$ cat src/rtl/seq_multiplier_pkg.sv
`default_nettype none
// ============================================================================
// Module      : seq_multiplier_pkg
// Description : Shared constants and state encoding for the sequential
//               shift-and-add multiplier and its ALU/control path.
// Contents    : SM_N           operand/product width
//               SM_ITERATIONS  number of RUN iterations
//               SM_CNT_W       width of the iteration counter
//               sm_state_e     IDLE / RUN / DONE state encoding
// Revision    : 1.0  initial release
// ============================================================================
package seq_multiplier_pkg;

    localparam int SM_N          = 32;
    localparam int SM_ITERATIONS = 32;
    localparam int SM_CNT_W      = $clog2(SM_ITERATIONS);

    typedef enum logic [1:0] {
        IDLE = 2'd0,
        RUN  = 2'd1,
        DONE = 2'd2
    } sm_state_e;

endpackage : seq_multiplier_pkg
`default_nettype wire

$ cat src/rtl/seq_multiplier_shift_left.sv
`default_nettype none
// ============================================================================
// Module      : shift_left
// Description : Purely combinational logical left shift; bits shifted out
//               past the top are discarded.
// Ports       : in     [W-1:0]   value to shift
//               shift  [SW-1:0]  shift distance
//               out    [W-1:0]   in << shift, truncated to W bits
// Revision    : 1.0  initial release
// ============================================================================
module shift_left #(
    parameter int W  = 32,
    parameter int SW = 5
) (
    input  logic [W-1:0]  in,
    input  logic [SW-1:0] shift,
    output logic [W-1:0]  out
);

    assign out = in << shift;

endmodule : shift_left
`default_nettype wire

$ cat src/rtl/seq_multiplier.sv
`default_nettype none
// ============================================================================
// Module      : seq_multiplier
// Description : Unsigned 32x32 -> 32 (low word) sequential multiplier.
//               One shift-and-add iteration per clock; 32 iterations per
//               operation regardless of operand values.
// Ports       : clk      single clock, rising edge
//               rst      asynchronous active-high reset
//               start    request a multiply (sampled in IDLE or DONE)
//               a, b     multiplicand / multiplier, captured on acceptance
//               busy     high while iterating (RUN)
//               done     one-cycle pulse, product valid
//               product  low N bits of a*b, held until the next done
// Revision    : 1.0  initial release
// ============================================================================
module seq_multiplier
    import seq_multiplier_pkg::*;
#(
    parameter int N = SM_N
) (
    input  logic         clk,
    input  logic         rst,
    input  logic         start,
    input  logic [N-1:0] a,
    input  logic [N-1:0] b,
    output logic         busy,
    output logic         done,
    output logic [N-1:0] product
);

    localparam logic [SM_CNT_W-1:0] LAST_CNT = SM_CNT_W'(SM_ITERATIONS - 1);

    sm_state_e           state_q, state_d;
    logic [SM_CNT_W-1:0] cnt_q, cnt_d;
    logic [N-1:0]        a_reg_q, a_reg_d;
    logic [N-1:0]        b_reg_q, b_reg_d;
    logic [N-1:0]        acc_q, acc_d;
    logic [N-1:0]        product_q, product_d;
    logic                busy_q, busy_d;
    logic                done_q, done_d;

    logic [N-1:0]        shifted;
    logic [N-1:0]        addend;
    logic [N-1:0]        acc_sum;

    shift_left #(
        .W  (N),
        .SW (SM_CNT_W)
    ) u_shift_left (
        .in    (a_reg_q),
        .shift (cnt_q),
        .out   (shifted)
    );

    // Partial product for this iteration; the add wraps modulo 2^N.
    assign addend  = b_reg_q[cnt_q] ? shifted : '0;
    assign acc_sum = acc_q + addend;

    always_comb begin
        state_d   = state_q;
        cnt_d     = cnt_q;
        a_reg_d   = a_reg_q;
        b_reg_d   = b_reg_q;
        acc_d     = acc_q;
        product_d = product_q;
        busy_d    = busy_q;
        done_d    = 1'b0;

        case (state_q)
            IDLE, DONE: begin
                if (start) begin
                    a_reg_d = a;
                    b_reg_d = b;
                    acc_d   = '0;
                    cnt_d   = '0;
                    state_d = RUN;
                    busy_d  = 1'b1;
                end else begin
                    state_d = IDLE;
                    busy_d  = 1'b0;
                end
            end
            RUN: begin
                // start is deliberately not looked at here.
                acc_d = acc_sum;
                cnt_d = cnt_q + SM_CNT_W'(1);
                if (cnt_q == LAST_CNT) begin
                    // Last iteration: publish the sum including this step's add.
                    product_d = acc_sum;
                    state_d   = DONE;
                    busy_d    = 1'b0;
                    done_d    = 1'b1;
                end
            end
            default: begin
                state_d = IDLE;
                busy_d  = 1'b0;
            end
        endcase
    end

    always_ff @(posedge clk or posedge rst) begin
        if (rst) begin
            state_q   <= IDLE;
            cnt_q     <= '0;
            a_reg_q   <= '0;
            b_reg_q   <= '0;
            acc_q     <= '0;
            product_q <= '0;
            busy_q    <= 1'b0;
            done_q    <= 1'b0;
        end else begin
            state_q   <= state_d;
            cnt_q     <= cnt_d;
            a_reg_q   <= a_reg_d;
            b_reg_q   <= b_reg_d;
            acc_q     <= acc_d;
            product_q <= product_d;
            busy_q    <= busy_d;
            done_q    <= done_d;
        end
    end

    assign busy    = busy_q;
    assign done    = done_q;
    assign product = product_q;

endmodule : seq_multiplier
`default_nettype wire

$ cat config.mk
export PLATFORM = sky130hd
export DESIGN_NAME = seq_multiplier
export DESIGN_NICKNAME = d
export VERILOG_FILES = /design/src/rtl/seq_multiplier_pkg.sv /design/src/rtl/seq_multiplier_shift_left.sv /design/src/rtl/seq_multiplier.sv
export SDC_FILE = /design/constraint.sdc
export NUM_CORES = 1
export LEC_CHECK = 0
export BUFFER_PORTS_ARGS = -buffer_cell sky130_fd_sc_hd__clkbuf_2
export CAP_MARGIN = 0
export CELL_PAD_IN_SITES_DETAIL_PLACEMENT = 0
export CELL_PAD_IN_SITES_GLOBAL_PLACEMENT = 1
export CORE_MARGIN = 3
export CORE_UTILIZATION = 45
export CTS_CLUSTER_DIAMETER = 120
export DETAILED_ROUTE_END_ITERATION = 6
export PLACE_DENSITY = 0.93
export SKIP_LAST_GASP = 1
export SLEW_MARGIN = 20
export SYNTH_ARGS = -nofsm -noshare
export SYNTH_HDL_FRONTEND = slang
export SYNTH_SLANG_ARGS = --single-unit
$ cat constraint.sdc
create_clock -name clk -period 12.5 [get_ports clk]
set_clock_uncertainty 0.15 [all_clocks]
set_input_delay 0.625 -clock clk [delete_from_list [all_inputs] [get_ports clk]]
set_output_delay 0.625 -clock clk [all_outputs]
set_load 0.005 [all_outputs]
==> results.yml <==
outcome:
  status: "completed"
critical_path:
  start_kind: "flip-flop"
  reg2reg_slack_ns: 7.22
  required_ns: 12.64
  worst_ep_arrival_time_ns: 5.42
  crit_path_max_fanout: 49
  path_class: "reg -> reg"
  critPathCaptureType: "flip-flop"
cts:
  clk_pin_slew_ns: 0.06
  clkLatencyLatePin_ns: 0.44
  root_buffer: "clkbuf_16"
  cts_setup_buffers: 0
  cts_tree: "built"
  cts_hold_buf: 0
  clockBufferDepth: 2
  clock-sinks: 137
  cts_resized: 0
  cts_made_buffers: 17
  cts_max_level: 4
placement:
  io_buffers: 100
  dpl.cell_count: 1246
  place.gp.congestion: 0.915
  dp_hpwl_um: 15200
timing:
  min_period_ns: 5.28
  max_freq_ghz: 0.189
  fin_tns_setup_ns: 0
  worstMarginPinSlew_ns: 0.911
  maxSlewHeadroom_pct: 39.1
  hold_viol: 0
  finalMaxSlewViolations: 0
  fin_crit_sh_pct: 42.2
  setup_viol: 0
  rsz0062_at_grt: "no"
synth:
  synth_cells: 961
  async_reset_ff_share_pct: 100
  syn_area_per_cell_um2: 8.74
  seq_area_frac_synth_pct: 40.8
  synth_cell_type_count: 57
  synth_top_area_cell: "dfrtp_1"
  synth.top_cell.area_share_pct: 40.8
  synth-seq-cells: 137
  synth_enable_flop_cells: 0
  netlist_area_mm2: 0.00840
  synth_fp_nets: 1062
  ys_top_cells_by_area: "dfrtp_1 41%, nand2_1 13%, ha_1 4.9%"
  synth_warnings: 0
  synth_flop_cell: "dfrtp_1"
global_route:
  first_global_vias: 6763
  grt_start_max_net_pins: 73
  overflow: 0
  antenna_found_initial: 0
  grt_util_all_layers_pct: 21.7
  grt_pass1_wl_um: 35400
detailed_routing:
  firstDrtPassIters: 5
  ant_nets: 0
  drc_errors: 0
  wl_um: 21200
  wire_per_inst_um: 16.6
  routed_via_density: 5.50
  drtIter0Drc: 567
  num_vias: 7025
hold_path:
  min_path_type: "in -> async"
die:
  ios: 101
  initial_core_util_pct: 46.3
  die_x_um: 143
  dieHeight_um: 143
  rows: 49
  coreArea_mm2: 0.0181
  dieArea_mm2: 0.0203
finish:
  fin_cells: 1278
  layout-drive-gt1-share_pct: 18.8
  antenna_cells: 0
  syn_to_final_growth_pct: 14.9
  n_fill_cell: 1714
  fin_nets: 1137
power:
  vdd_ir_drop_max_mv: 0.156
  cellLeakagePower_nw: 4.87
  power.density_mw_per_mm2: 343
flow_run:
  cap_viol_max_count: 0
-- layer usage --
layer | wire length (um) | up-vias | track usage [%]
met5 | 0 | - | 0
met4 | 282 | 0 | 6.25
met3 | 1060 | 25 | 4.05
met2 | 9560 | 220 | 33.0
met1 | 10300 | 3288 | 31.7
li1 | - | 3492 | -
-- power breakdown --
| group | internal, mW | switching (mW) | leakage (nW) | total, mW |
|---|---|---|---|---|
| clock | 0.299 | 0.216 | 0.281 | 0.515 |
| sequential | 0.656 | 0.140 | 1.70 | 0.796 |
| combinational | 0.835 | 1.16 | 2.90 | 2.00 |
-- worst max-delay path: stages, from the launching register on --
cell	delay, ns
dfrtp_2	0.34
buf_4	0.52
mux4_1	0.68
a22oi_4	0.29
o31a_1	0.41
o311a_4	0.37
nor2_1	0.08
ha_1	0.37
a21oi_1	0.15
o21ai_1	0.10
a211o_1	0.33
a221o_1	0.34
a31oi_2	0.30
o211ai_1	0.14
a31oi_1	0.21
xor2_1	0.20
o21ai_0	0.09
-- cell type report --
cell class              count  area [um^2]  area share (%)
multi-input cells         759         4720            49.0
flip-flops and latches    137         3430            35.6
repair buffers            109          568            5.89
clock buffers              18          429            4.45
well taps                 229          287            2.97
clock inverters            14          160            1.66
inverters                  12         50.0           0.519
-- cell families (layout without fill, tap and decap cells) --
family / after synthesis / count (layout) / synth area share, %
AND/OR/NAND/NOR: 428 / 428 / 20.9
AO/OA/AOI/OAI: 195 / 195 / 15.4
flip-flops: 137 / 137 / 40.8
multiplexers: 74 / 74 / 11.6
buffers and inverters: 65 / 153 / 3.17
adder cells (fa/ha/maj): 34 / 34 / 5.16
XOR/XNOR: 28 / 28 / 2.92
-- Yosys cell counts (all sizes together) (2+ instances only) --
library cell	count
a211o	3
a211oi	11
a21o	10
a21oi	50
a22o	24
a22oi	2
a31oi	13
and2	5
and3	7
and4	2
buf	17
clkbuf	36
clkinv	2
dfrtp	137
ha	33
inv	10
mux2	26
mux2i	32
mux4	16
nand2	295
nand2b	8
nand3	15
nand4	3
nor2	67
nor2b	10
nor3	6
o211ai	4
o21a	5
o21ai	53
o21bai	4
o22a	3
o31ai	2
o32a	3
or2	5
or3	2
or4	2
xnor2	17
xor2	11
-- final timing paths --
check / to / from / cells past startpoint
setup / recovery: acc_q[29]$_DFFE_PP0P_ / cnt_q[0]$_DFFE_PP0P_ / 16
hold / removal: product[3]$_DFFE_PP0P_ / rst / 2
setup reg to reg: acc_q[29]$_DFFE_PP0P_ / cnt_q[0]$_DFFE_PP0P_ / 16
hold reg to reg: b_reg_q[3]$_DFFE_PP0P_ / b_reg_q[3]$_DFFE_PP0P_ / 2
max in group asynchronous: a_reg_q[22]$_DFFE_PP0P_ / rst / 3
min in group clk: a_reg_q[11]$_DFFE_PP0P_ / a[11] / 3
-- sequential cells by signal, summed over array words and instances, names as in the netlist --
register and cells:
b_reg_q 32, busy 1, a_reg_q 32, acc_q 32, cnt_q 5, product 32, state_q 2, done 1
-- through the flow --
stage / cell area, um^2 / util [%] / setup slack, ns / power (mW) / hold WS (ns)
6_report: 9650 / 53.2 / 7.22 / 3.31 / 0.134
5_1_grt: 9650 / 53.2 / 6.81 / 3.59 / 0.189
4_1_cts: 9650 / 53.2 / 7.24 / 3.31 / 0.168
3_5_place_dp: 9060 / 49.9 / 7.26 / 2.78 / 0.307
3_3_place_gp: 9060 / 49.9 / 7.36 / 2.73 / 0.302
2_1_floorplan: 8400 / - / 8.06 / 2.30 / 0.287
-- placed cells by master (no fill, tap or decap), types with 10 or more instances in the layout --
cell type and count:
ha_1 33, clkbuf_16 17, mux4_2 15, a31oi_1 12
clkbuf_2 100, dfrtp_1 136, xnor2_1 17, mux2_2 26
nand2_1 295, o21ai_0 47, nor2_1 66, a211oi_1 10
a22o_1 24, nand3_1 15, a21oi_1 50, xor2_1 11
a21o_1 10, mux2i_1 32
(Power assumes the default switching activity.)
